==> src/rtl/pipe_pkg.sv <==
// Shared definitions for the decode/execute pipeline stage register:
// state encoding, default payload widths and control-field bit positions.
package pipe_pkg;

   typedef enum logic [1:0] {
      EMPTY = 2'd0,
      BUSY  = 2'd1,
      FULL  = 2'd2
   } pipe_state_t;

   localparam int PIPE_CTRL_W = 10;
   localparam int PIPE_DATA_W = 133;

   // Control field layout, MSB first: wreg, m2reg, wmem, aluc[3:0], aluimm, shift, jal
   localparam int CTRL_WREG     = 9;
   localparam int CTRL_M2REG    = 8;
   localparam int CTRL_WMEM     = 7;
   localparam int CTRL_ALUC_MSB = 6;
   localparam int CTRL_ALUC_LSB = 3;
   localparam int CTRL_ALUIMM   = 2;
   localparam int CTRL_SHIFT    = 1;
   localparam int CTRL_JAL      = 0;

endpackage

==> src/rtl/pipe_sat_counter.sv <==
// Saturating up-counter; holds at all-ones instead of wrapping.
module pipe_sat_counter #(
   parameter int CNT_W = 16
) (
   input  logic             clk,
   input  logic             clr,
   input  logic             inc,
   output logic [CNT_W-1:0] count
);

   always_ff @(posedge clk) begin
      if (clr) begin
         count <= '0;
      end else if (inc && (count != {CNT_W{1'b1}})) begin
         count <= count + 1'b1;
      end
   end

endmodule

==> src/rtl/pipe_stage_reg.sv <==
// Valid/ready pipeline stage register with optional skid buffer and a
// saturating back-pressure counter.
//
//   state | meaning
//   EMPTY | no entry held, output is a bubble (NOP control)
//   BUSY  | one entry in main, presented downstream
//   FULL  | main presented, second entry parked in skid (SKID=1 only)
module pipe_stage_reg
   import pipe_pkg::*;
#(
   parameter int CTRL_W = PIPE_CTRL_W,
   parameter int DATA_W = PIPE_DATA_W,
   parameter int SKID   = 1,
   parameter int CNT_W  = 16
) (
   input  logic              clk,
   input  logic              clr,
   input  logic              flush,
   input  logic              d_valid,
   output logic              d_ready,
   input  logic [CTRL_W-1:0] d_ctrl,
   input  logic [DATA_W-1:0] d_data,
   output logic              e_valid,
   input  logic              e_ready,
   output logic [CTRL_W-1:0] e_ctrl,
   output logic [DATA_W-1:0] e_data,
   output logic [CNT_W-1:0]  stall_cnt
);

   pipe_state_t       state, state_nxt;
   logic              ld_main_d, ld_main_skid, ld_skid;
   logic [CTRL_W-1:0] main_ctrl, skid_ctrl;
   logic [DATA_W-1:0] main_data, skid_data;

   always_ff @(posedge clk) begin
      if (clr) begin
         state <= EMPTY;
      end else begin
         state <= state_nxt;
      end
   end

   // flush overrides the handshake: any same-cycle upstream entry is dropped
   always_comb begin
      state_nxt    = state;
      ld_main_d    = 1'b0;
      ld_main_skid = 1'b0;
      ld_skid      = 1'b0;
      if (flush) begin
         state_nxt = EMPTY;
      end else begin
         case (state)
            EMPTY: begin
               if (d_valid) begin
                  ld_main_d = 1'b1;
                  state_nxt = BUSY;
               end
            end
            BUSY: begin
               if (e_ready) begin
                  if (d_valid) begin
                     ld_main_d = 1'b1;
                  end else begin
                     state_nxt = EMPTY;
                  end
               end else if (d_valid && (SKID != 0)) begin
                  ld_skid   = 1'b1;
                  state_nxt = FULL;
               end
            end
            FULL: begin
               if (e_ready) begin
                  ld_main_skid = 1'b1;
                  state_nxt    = BUSY;
               end
            end
            default: state_nxt = EMPTY;
         endcase
      end
   end

   always_ff @(posedge clk) begin
      if (clr) begin
         main_ctrl <= '0;
         main_data <= '0;
      end else if (ld_main_d) begin
         main_ctrl <= d_ctrl;
         main_data <= d_data;
      end else if (ld_main_skid) begin
         main_ctrl <= skid_ctrl;
         main_data <= skid_data;
      end
   end

   generate
      if (SKID != 0) begin : g_skid
         always_ff @(posedge clk) begin
            if (clr) begin
               skid_ctrl <= '0;
               skid_data <= '0;
            end else if (ld_skid) begin
               skid_ctrl <= d_ctrl;
               skid_data <= d_data;
            end
         end
         // decoded from the state register only, so e_ready never reaches d_ready
         assign d_ready = (state != FULL);
      end else begin : g_noskid
         assign skid_ctrl = '0;
         assign skid_data = '0;
         assign d_ready   = e_ready | ~e_valid;
      end
   endgenerate

   assign e_valid = (state != EMPTY);
   assign e_ctrl  = e_valid ? main_ctrl : '0;
   assign e_data  = main_data;

   pipe_sat_counter #(
      .CNT_W (CNT_W)
   ) u_stall_cnt (
      .clk   (clk),
      .clr   (clr),
      .inc   (e_valid & ~e_ready),
      .count (stall_cnt)
   );

endmodule

==> config.mk <==
export PLATFORM = sky130hd
export DESIGN_NAME = pipe_stage_reg
export DESIGN_NICKNAME = d
export VERILOG_FILES = /design/src/rtl/pipe_pkg.sv /design/src/rtl/pipe_sat_counter.sv /design/src/rtl/pipe_stage_reg.sv
export SDC_FILE = /design/constraint.sdc
export NUM_CORES = 1
export LEC_CHECK = 0
export ABC_AREA = 1
export BUFFER_PORTS_ARGS = -buffer_cell sky130_fd_sc_hd__buf_2
export CAP_MARGIN = 20
export CORE_ASPECT_RATIO = 1.75
export CORE_MARGIN = 1.5
export CORE_UTILIZATION = 30
export CTS_BUF_LIST = sky130_fd_sc_hd__clkbuf_4 sky130_fd_sc_hd__clkbuf_8 sky130_fd_sc_hd__clkbuf_16
export DETAILED_ROUTE_END_ITERATION = 16
export PLACE_DENSITY = 0.61
export SYNTH_ARGS = -nofsm -noshare
export SYNTH_HDL_FRONTEND = slang
export SYNTH_SLANG_ARGS = --single-unit
==> constraint.sdc <==
create_clock -name clk -period 2.2 [get_ports clk]
set_input_delay 0.44 -clock clk [delete_from_list [all_inputs] [get_ports clk]]
set_output_delay 0.44 -clock clk [all_outputs]
set_load 0.01 [all_outputs]
; Word-level counts from Yosys, hierarchy flattened
; Cells that the tools add are included.
[totals]
register_bits = 304
input_bits = 148
out_inout_bits = 161
[op_classes]
add_sub_neg = 1
n_eq_ne = 8
n_mux = 21
bitwise_logic = 2
reduce_logical = 6
[ops]
columns = op, n
row1 = $mux 133, 2
row2 = $mux 10, 3
row3 = $add 16x1->16 const B, 1
row4 = $ne 16x16->1 const B, 1
row5 = $mux 2, 5
row6 = $mux 1, 9
row7 = $ne 2x2->1 const B, 3
row8 = $ne 3x3->1 const B, 2
row9 = $pmux 2 s3, 1
row10 = $reduce_and 4->1, 1
row11 = $reduce_bool 2->1, 2
row12 = $eq 2x1->1 const B, 1
row13 = $eq 2x2->1 const B, 1
row14 = $logic_not 2->1, 1
row15 = $pmux 1 s2, 1
row16 = $reduce_or 2->1, 1
row17 = $and 1x1->1, 1
row18 = $logic_and 1x1->1, 1
row19 = $not 1->1, 1

; Depth between registers and ports, before layout
; Gate-level depths: netlist of run 1.
[logic_depth]
word_depth = 5
depth_mapped = 9
depth_no_buf = 9

; Hierarchy
; From an unflattened synthesis of run 1, not the netlist that was laid out.
[unflattened]
cells_unflattened = 2100
hier_area_um2 = 14263.7
[by_module_without_submodules]
columns = module, n_inst, cells_each, area_per_inst_um2
row1 = pipe_stage_reg, 1, 1951, 13334.0
row2 = pipe_sat_counter, 1, 149, 929.6

; Worst setup path after synthesis of run 1
; Ideal clock, no wire load.
[synth_path]
path_kind = reg2reg
from = register u_stall_cnt.count[0]
to = register u_stall_cnt.count[2]
arrival_ns = 1.526
path_slack_ns = 0.604
path_stages_with_launch = 9
synth_period_minus_slack_ns = 1.596
path_cell_list = dfxtp_1 ha_1 nand2_1 nor2_1 nand2_1 o21ai_0 buf_2 nand2_1 a21oi_1
[synth_between]
elab_chain_cells = 2
word_cells_on_any_way = 3
[synth_lines]
columns = element, line
row1 = "start, declared", pipe_sat_counter.sv:8  ; output logic [CNT_W-1:0] count
row2 = "start signal, assigned", pipe_sat_counter.sv:15  ; count <= count + 1'b1;
row3 = branches (longest 2 deep; another with $add 16x1->16), n/a
; Several ways; the timed one is not identified.
; A chain may end at the register's enable or synchronous reset.

; Worst setup path in the final report of run 1
[layout_path]
from = register state[1]
to = output port e_ctrl[5]
[layout_between]
elab_chain_cells = 2
[layout_lines]
columns = element, line
row1 = "start, declared", pipe_stage_reg.sv:30  ; pipe_state_t state, state_nxt;
row2 = "start signal, assigned", pipe_stage_reg.sv:39  ; state <= state_nxt;
row3 = $reduce_bool 2->1, pipe_stage_reg.sv:115  ; assign e_valid = (state != EMPTY);
row4 = $mux 10, pipe_stage_reg.sv:116  ; assign e_ctrl = e_valid ? main_ctrl : '0;
row5 = "end, declared", pipe_stage_reg.sv:25  ; output logic [CTRL_W-1:0] e_ctrl,
; No other way between the ends.

==> impl_results.md, run 1 <==
* Setup_tns at 0 ns
* Max Slew Vio Count at 0
* Final net count at 1993
* Max-cap violations at 0
* Root buf cell: clkbuf_16
* Worst-case hold slack at about 0.12 ns
* FF-to-FF path depth at 9
* Initial antenna violation count at 4
* Via count at 12400
* Asr flop ratio synth at 0%
* Layout cell share with drive strength beyond 1 at 21.7%
* Slowest cell on the critical path: dfxtp_1
* Average wire per standard cell at approximately 18 um
* Post-CTS resize count at 1
* Initial Util at 30.5%
* CP Class: reg2out
* Synth area leader: dfxtp_1
* Largest net degree at the start of global routing at 109
* H-Tree Depth at 1
* Final Setup Violations at 0
* Top Usage Layer GRT: met2
* Met3 Track Usage GR at 3.21%
* Most used flip-flop cell after synthesis: dfxtp_1
* Num ports at 309
* PwrDens at 798 nW/um^2
* Final WL at between 40 and 50 mm
* Fin. Hold Viols at 0
* Synthesized instance count at between 1500 and 2000
* Die width at 156 um
* Seq cells post-synth at 304
* Clock Skews at between 0.01 and 0.015 ns
* Fmax at about 480 MHz
* GRT Total Usage at 19.3%
* DR iter-0 viols at approximately 950
* Status: finished, final reports clean
* Post-synth net total at 1768
* IO Port Bufs at about 310
* Antenna Nets Post-Route at 0
* Slowest cell delay on critical path at 0.47 ns
* Relative slew margins at a little over half
* CTS clk-pin slew, worst paths at approximately 0.060 ns
* Period utilisation layout at a little over nine tenths
* Worst endpoint data arrival time at around 1.7 ns
* CTS tree: built
* HP Class: in2reg
* RR Startpoint: u_stall_cnt.count[0]
* Maximum fanout along the worst path at 9
* Post-CTS Setup Bufs at 0
* R2R Setup Slk at around 0.34 ns
* CP required at between 1.5 and 2 ns
* Worst Min Path Start: d_data[48]
* Synth top area cells: dfxtp_1 50%, nor2_1 8.8%, nand4_1 5.8%, a31oi_1 5.5%, o21ai_0 5.0%
* R2R Path End: u_stall_cnt.count[15]
* GRT overflow at 0
* VDD IR-drop max at about 0.55 mV
* Kind of end point of the critical path: output pin
* CTS buffer count at 30
* Die ar. at between 40000 and 50000 um^2
* Critical-path cell list: nor2_4, buf_4, nor2_1, buf_2
* Synth warn at 0
* Pre-antenna DRT Iters at 5
* Hold-fix buffers, CTS at 0
* Sequential-to-total area share from yosys stat at roughly 50%
* Routing usage on met2 at 34.2%
* Vias per cell at approximately 5.1
* Cell Area, Synth at around 12000 um^2
* DRC Markers at 0
* Die H at ~270 um
* Cell row count at slightly below 100
* Post-synth top area share at around half
* Hold Path End: skid_data[48]
* Commonest non-fill, non-tap cell in the layout: buf_2
* Actual slew at the worst max-slew pin at 0.695 ns
* RSZ-0062 raised after global routing: no
* Core region area at 40200 um^2
* GRT met1 Usage at 21.7%
* Clock latency on the worst-skew pair at roughly 0.57 ns
* Final HPWL from detailed placement at ~26 mm
* CTS max path bufs at 3
* Sink Count at 304
* Final min period at around 2.1 ns
* Commonest non-fill, non-tap cells in the layout: 306 x buf_2, 304 x dfxtp_1, 287 x nor2_1
* Final core utilization at between 30% and 40%
* Global placement routability congestion at just under 0.8
* Vias in the first global route at between 10000 and 15000
* Post-synth EDFFs at 0
* First-pass GRT wire length at 65.5 mm
* Yosys cell types at 27
* Area Overhead vs Synth at 25.3%
* Syn Area/Cell at approximately 7.6 um^2
* CP Launch Type: register
* Hold depth at 3
* P_leak at between 6 and 7 nW
-- how the worst max path moves through the flow --
stage	cells after the start	end	slack (ns)	from
2_1_floorplan	8	u_stall_cnt.count[2]	0.60	u_stall_cnt.count[0]
3_3_place_gp	9	e_data[52]	0.31	e_ready
3_5_place_dp	9	e_data[52]	0.27	e_ready
4_1_cts	4	e_ctrl[3]	0.02	state[1]
5_1_grt	4	e_ctrl[3]	0.03	state[1]
6_report	4	e_ctrl[5]	0.11	state[1]
-- Yosys cell counts, types with 2 or more instances --
cell / count
o21ai_0: 123
nand4_1: 113
clkbuf_1: 109
buf_1: 2
nand3_1: 117
buf_4: 3
inv_1: 97
buf_2: 30
nor2_4: 2
xor2_1: 4
nor2_2: 3
nand2_1: 159
inv_2: 4
xnor2_1: 2
dfxtp_1: 304
o22ai_1: 36
nand2_2: 2
a31oi_1: 107
a21oi_1: 85
o21ai_1: 23
nor2_1: 288
-- logic make-up (layout without fill, tap and decap cells) --
logic type               Yosys count  after routing  synth area share, %
AO/OA/AOI/OAI                    375            375                 16.8
XOR/XNOR                           6              6                0.429
adder cells (fa/ha/maj)            1              1                0.102
buffers and inverters            245            491                 7.91
flip-flops                       304            304                 49.7
other                              0              3                    0
AND/OR/NAND/NOR                  688            688                 25.0
-- power by group --
group	switching (mW)	leakage (nW)	internal, mW	total [mW]
logic	0.722	3.07	0.405	1.13
clock network	2.23	0.505	3.11	5.34
registers	0.0954	2.47	5.67	5.76
-- through the flow --
step                      std cells  worst slack, ns  area [um^2]  power [mW]
after floorplan                1619            0.604        12200        6.46
after detailed placement       2356            0.272        14300        7.01
final                          2412            0.113        15300        12.2
after CTS                      2409           0.0156        15300        12.4
after global routing           2412           0.0272        15300        12.7
after global placement         2356            0.310        14300        6.99
-- per-layer routing --
layer  up-vias  wire length, um
met4         2             2320
met1      5895            16200
met3       107             2470
met5         -                7
met2       416            21300
li1       5986                -
-- flip-flops by register name (all words and copies together), names as in the netlist --
signal             cells
main_ctrl             10
e_data               133
skid_data            133
state                  2
skid_ctrl             10
u_stall_cnt.count     16
-- cell type report --
type | count | area, um^2
Clock buffer | 44 | 917
Tap cell | 544 | 681
Fill cell | 4168 | 24800
Clock inverter | 9 | 106
Timing Repair Buffer | 337 | 1940
Inverter | 101 | 385
Antenna cell | 3 | 7.51
Sequential cell | 304 | 6090
Multi-Input combinational cell | 1070 | 5210
-- worst max-delay path, delay by kind of cell (launching register included) --
family,cells,cell delay (ns)
buffers and inverters,2,0.34
flip-flops,1,0.47
AND/OR/NAND/NOR,2,0.26
Power figures use the tool's default switching activity.
==> run 2, diff against run 1 <==
--- a/config.mk
+++ b/config.mk
@@ -13,7 +13,8 @@
 export CORE_UTILIZATION = 30
 export CTS_BUF_LIST = sky130_fd_sc_hd__clkbuf_4 sky130_fd_sc_hd__clkbuf_8 sky130_fd_sc_hd__clkbuf_16
 export DETAILED_ROUTE_END_ITERATION = 16
-export PLACE_DENSITY = 0.61
+export PLACE_DENSITY = 0.6
 export SYNTH_ARGS = -nofsm -noshare
 export SYNTH_HDL_FRONTEND = slang
+export SYNTH_HIERARCHICAL = 1
 export SYNTH_SLANG_ARGS = --single-unit
==> run 2 against run 1 <==
- design area grew 13%
- fmax increased by 2.8%
- die area is 16% higher
- non-clock buffer count up 7
- area after synthesis rose by 17%
- via count increased by 20%
- power is 9.1% higher
- core utilization fell by 1.1 points
- sequential share of layout area is 4.7 points lower
- critical path type unchanged
- largest power group is now the clock network
==> impl_results.md, run 2 <==
* Core region area at 46900 um^2 (was 40200 um^2)
* FF-to-FF path depth at 6 (was 9)
* Slowest cell on the critical path: dfxtp_2 (was dfxtp_1)
* CTS max path bufs at 3 (unchanged)
* Global placement routability congestion at 0.811 (was 0.785)
* H-Tree Depth at 2 (was 1)
* Die width at 168 um (was 156 um)
* Yosys cell types at 24 (was 27)
* Via count at 14900 (was 12400)
* Cell Area, Synth at 14300 um^2 (was 12200 um^2)
* GRT overflow at 0 (unchanged)
* Comb power frac at 11.0% (was 9.2%)
* P_leak at 8.49 nW (was 6.05 nW)
* Status: finished, final reports clean (unchanged)
* Fillers at 5024 (was 4168)
* Psw at 3.45 mW (was 3.05 mW)
* Layout cell share with drive strength beyond 1 at 18.7% (was 21.7%)
* Slowest cell delay on critical path at 0.39 ns (was 0.47 ns)
* Post-route setup slack at 0.170 ns (was 0.113 ns)
* Actual slew at the worst max-slew pin at 0.680 ns (was 0.695 ns)
* Root buf cell: clkbuf_16 (unchanged)
* Area Overhead vs Synth at 22.0% (was 25.3%)
* Fin area at 17400 um^2 (was 15300 um^2)
* Clock latency on the worst-skew pair at 0.52 ns (was 0.57 ns)
* Relative slew margins at 54.7% (was 53.6%)
* Final min period at 2.03 ns (was 2.09 ns)
* Synth warn at 6 (was 0)
* Final Setup Violations at 0 (unchanged)
* CP Class: reg2out (unchanged)
* PwrDens at 767 nW/um^2 (was 798 nW/um^2)
* R2R Setup Slk at 0.38 ns (was 0.34 ns)
* RSZ-0062 raised after global routing: no (unchanged)
* Pre-antenna DRT Iters at 5 (unchanged)
* Final WL at 49.3 mm (was 42.4 mm)
* Fin. Hold Viols at 0 (unchanged)
* Post-Place Cell Area at 16200 um^2 (was 14300 um^2)
* CP Buf/Inv Count at 4 (was 2)
* Asr flop ratio synth at 0% (unchanged)
* Setup_tns at 0 ns (unchanged)
* Period utilisation layout at 92.3% (was 94.9%)
* Initial Util at 30.4% (was 30.5%)
* Post-synth top area share at 42.7% (was 49.7%)
* Largest net degree at the start of global routing at 99 (was 109)
* Sw frac at 25.8% (was 24.9%)
* VDD IR-drop max at 0.506 mV (was 0.547 mV)
* Post-synth EDFFs at 0 (unchanged)
* Clock power frac at 45.3% (was 43.7%)
* Max-cap violations at 0 (unchanged)
* Pint at 9.90 mW (was 9.18 mW)
* Seq cells post-synth at 304 (unchanged)
* Tot Pwr at 13.3 mW (was 12.2 mW)
* Maximum fanout along the worst path at 27 (was 9)
* Vias in the first global route at 14200 (was 11800)
* Final non-filler cell total at 2907 (was 2412)
* Most common cell in the netlist: nand2_1 (was dfxtp_1)
* Sequential-to-total area share from yosys stat at 42.7% (was 49.7%)
* DRC Markers at 0 (unchanged)
* Antenna Nets Post-Route at 0 (unchanged)
* Hold depth at 3 (unchanged)
* CTS clk-pin slew, worst paths at 0.06 ns (about the same)
* Die H at 291 um (was 270 um)
* HP Class: in2reg (unchanged)
* Worst Min Path Start: d_data[25] (was d_data[48])
* CTS buffer count at 34 (was 30)
* Critical-path cell list: inv_2, nor2_4, buf_12, inv_1, buf_2 (was nor2_4, buf_4, nor2_1, buf_2)
* R2R Path End: e_data[124] (was u_stall_cnt.count[15])
* Cell Count Post-Placement at 2842 (was 2356)
* Synth top area cells: dfxtp_1 43%, nand3_1 11%, nand2_1 8.9%, nor2_1 8.8%, nand4_1 6.4% (was dfxtp_1 50%, nor2_1 8.8%, nand4_1 5.8%, a31oi_1 5.5%, o21ai_0 5.0%)
* Cell row count at 105 (was 97)
* GRT Total Usage at 19.7% (was 19.3%)
* Hold Path End: skid_data[25] (was skid_data[48])
* Final HPWL from detailed placement at 30.6 mm (was 26.3 mm)
* Commonest non-fill, non-tap cells in the layout: 336 x nand2_1, 333 x nor2_1, 307 x buf_2 (was 306 x buf_2, 304 x dfxtp_1, 287 x nor2_1)
* IO Port Bufs at 308 (unchanged)
* Initial antenna violation count at 4 (unchanged)
* Worst endpoint data arrival time at 1.59 ns (was 1.65 ns)
* Most used flip-flop cell after synthesis: dfxtp_1 (unchanged)
* Kind of end point of the critical path: output pin (unchanged)
* CP Launch Type: register (unchanged)
* Most frequent cells after synthesis: 337 x nand2_1, 335 x nor2_1, 304 x dfxtp_1 (was 304 x dfxtp_1, 288 x nor2_1, 159 x nand2_1)
* Commonest non-fill, non-tap cell in the layout: nand2_1 (was buf_2)
* RR Startpoint: state[0] (was u_stall_cnt.count[0])
* Sink Count at 304 (unchanged)
* DR iter-0 viols at 1085 (was 946)
* Vias per cell at 5.12 (was 5.14)
* Post-synth net total at 2249 (was 1768)
* CP top delay family: buffers and inverters (was flip-flops)
* Fmax at 493 MHz (was 479 MHz)
* Clock Skews at 0.00988 ns (was 0.0110 ns)
* CP required at 1.76 ns (about the same)
* Pre-CTS setup slack at 0.253 ns (was 0.272 ns)
* Syn Area/Cell at 6.79 um^2 (was 7.56 um^2)
* CTS tree: built (unchanged)
* Die ar. at 48900 um^2 (was 42100 um^2)
* Max Slew Vio Count at 0 (unchanged)
* Synthesized instance count at 2100 (was 1619)
* Final core utilization at 37.1% (was 38.2%)
* Final net count at 2441 (was 1993)
* First-pass GRT wire length at 77.9 mm (was 65.5 mm)
* Worst-case hold slack at 0.160 ns (was 0.123 ns)
* Average wire per standard cell at 17.0 um (was 17.6 um)
* Hold-fix buffers, CTS at 0 (unchanged)
* Seq pwr share at 43.8% (was 47.1%)
* Synth area leader: dfxtp_1 (unchanged)
* Num ports at 309 (unchanged)
## run 2: worst max-delay path by stage
stage                            endpoint  slack (ns)  startpoint  depth (start not counted)
global placement            skid_data[84]        0.28     d_valid                          8
global route                    e_ctrl[1]        0.08    state[0]                          4
finish                            d_ready        0.17    state[1]                          5
CTS                             e_ctrl[0]        0.01    state[1]                          4
detailed placement          skid_data[73]        0.25     d_valid                          8
floorplan           u_stall_cnt/count[13]        0.71    state[0]                         10
## run 2: repair_timing
action / in CTS / in global routing
buffers inserted: 1 / 0
setup endpoints to repair: 11 / 10
cloned: 1 / 0
pin swaps: 1 / 0
resized for setup: 1 / 2
## run 2: metal layers
| layer | vias to the layer above | global-route usage, % | share of wire (%) |
|---|---|---|---|
| met5 | - | 0 | 0.081 |
| met4 | 6 | 7.65 | 3.1 |
| met3 | 91 | 4.04 | 6.6 |
| met2 | 524 | 34.8 | 50 |
| met1 | 6971 | 23.2 | 41 |
| li1 | 7278 | - | - |
## run 2: area by class of cell
cell class                 count  area, um^2  share of cell area, %
multi-input combinational   1436        6640                   38.2
sequential                   304        6090                   35.0
timing repair buffer         344        2090                   12.0
clock buffer                  49        1040                   5.96
tap                          588         736                   4.23
inverter                     172         653                   3.75
clock inverter                11         144                  0.827
antenna                        3        7.51                 0.0431
## run 2: power groups by stage
stage	clock (mW)	combinational [mW]	sequential (mW)
2_1_floorplan	0	0.773	6.02
3_3_place_gp	0	1.45	5.96
3_5_place_dp	0	1.47	5.96
4_1_cts	6.23	1.47	5.84
5_1_grt	6.44	1.62	5.86
6_report	6.04	1.46	5.84
## run 2: cells by family (layout without fill, tap and decap cells)
kind of cell / Yosys count / after routing / synth area share, %
flops: 304 / 304 / 42.7
fa+ha+maj: 1 / 1 / 0.0877
buf+inv: 360 / 576 / 11.0
compound gates: 295 / 295 / 10.4
other cells: 0 / 3 / 0
simple gates: 1140 / 1140 / 35.9
## run 2: worst min-delay path: stages
cell and delay [ns]:
buf_2 0.09, nor2_1 0.04, nor2_1 0.08
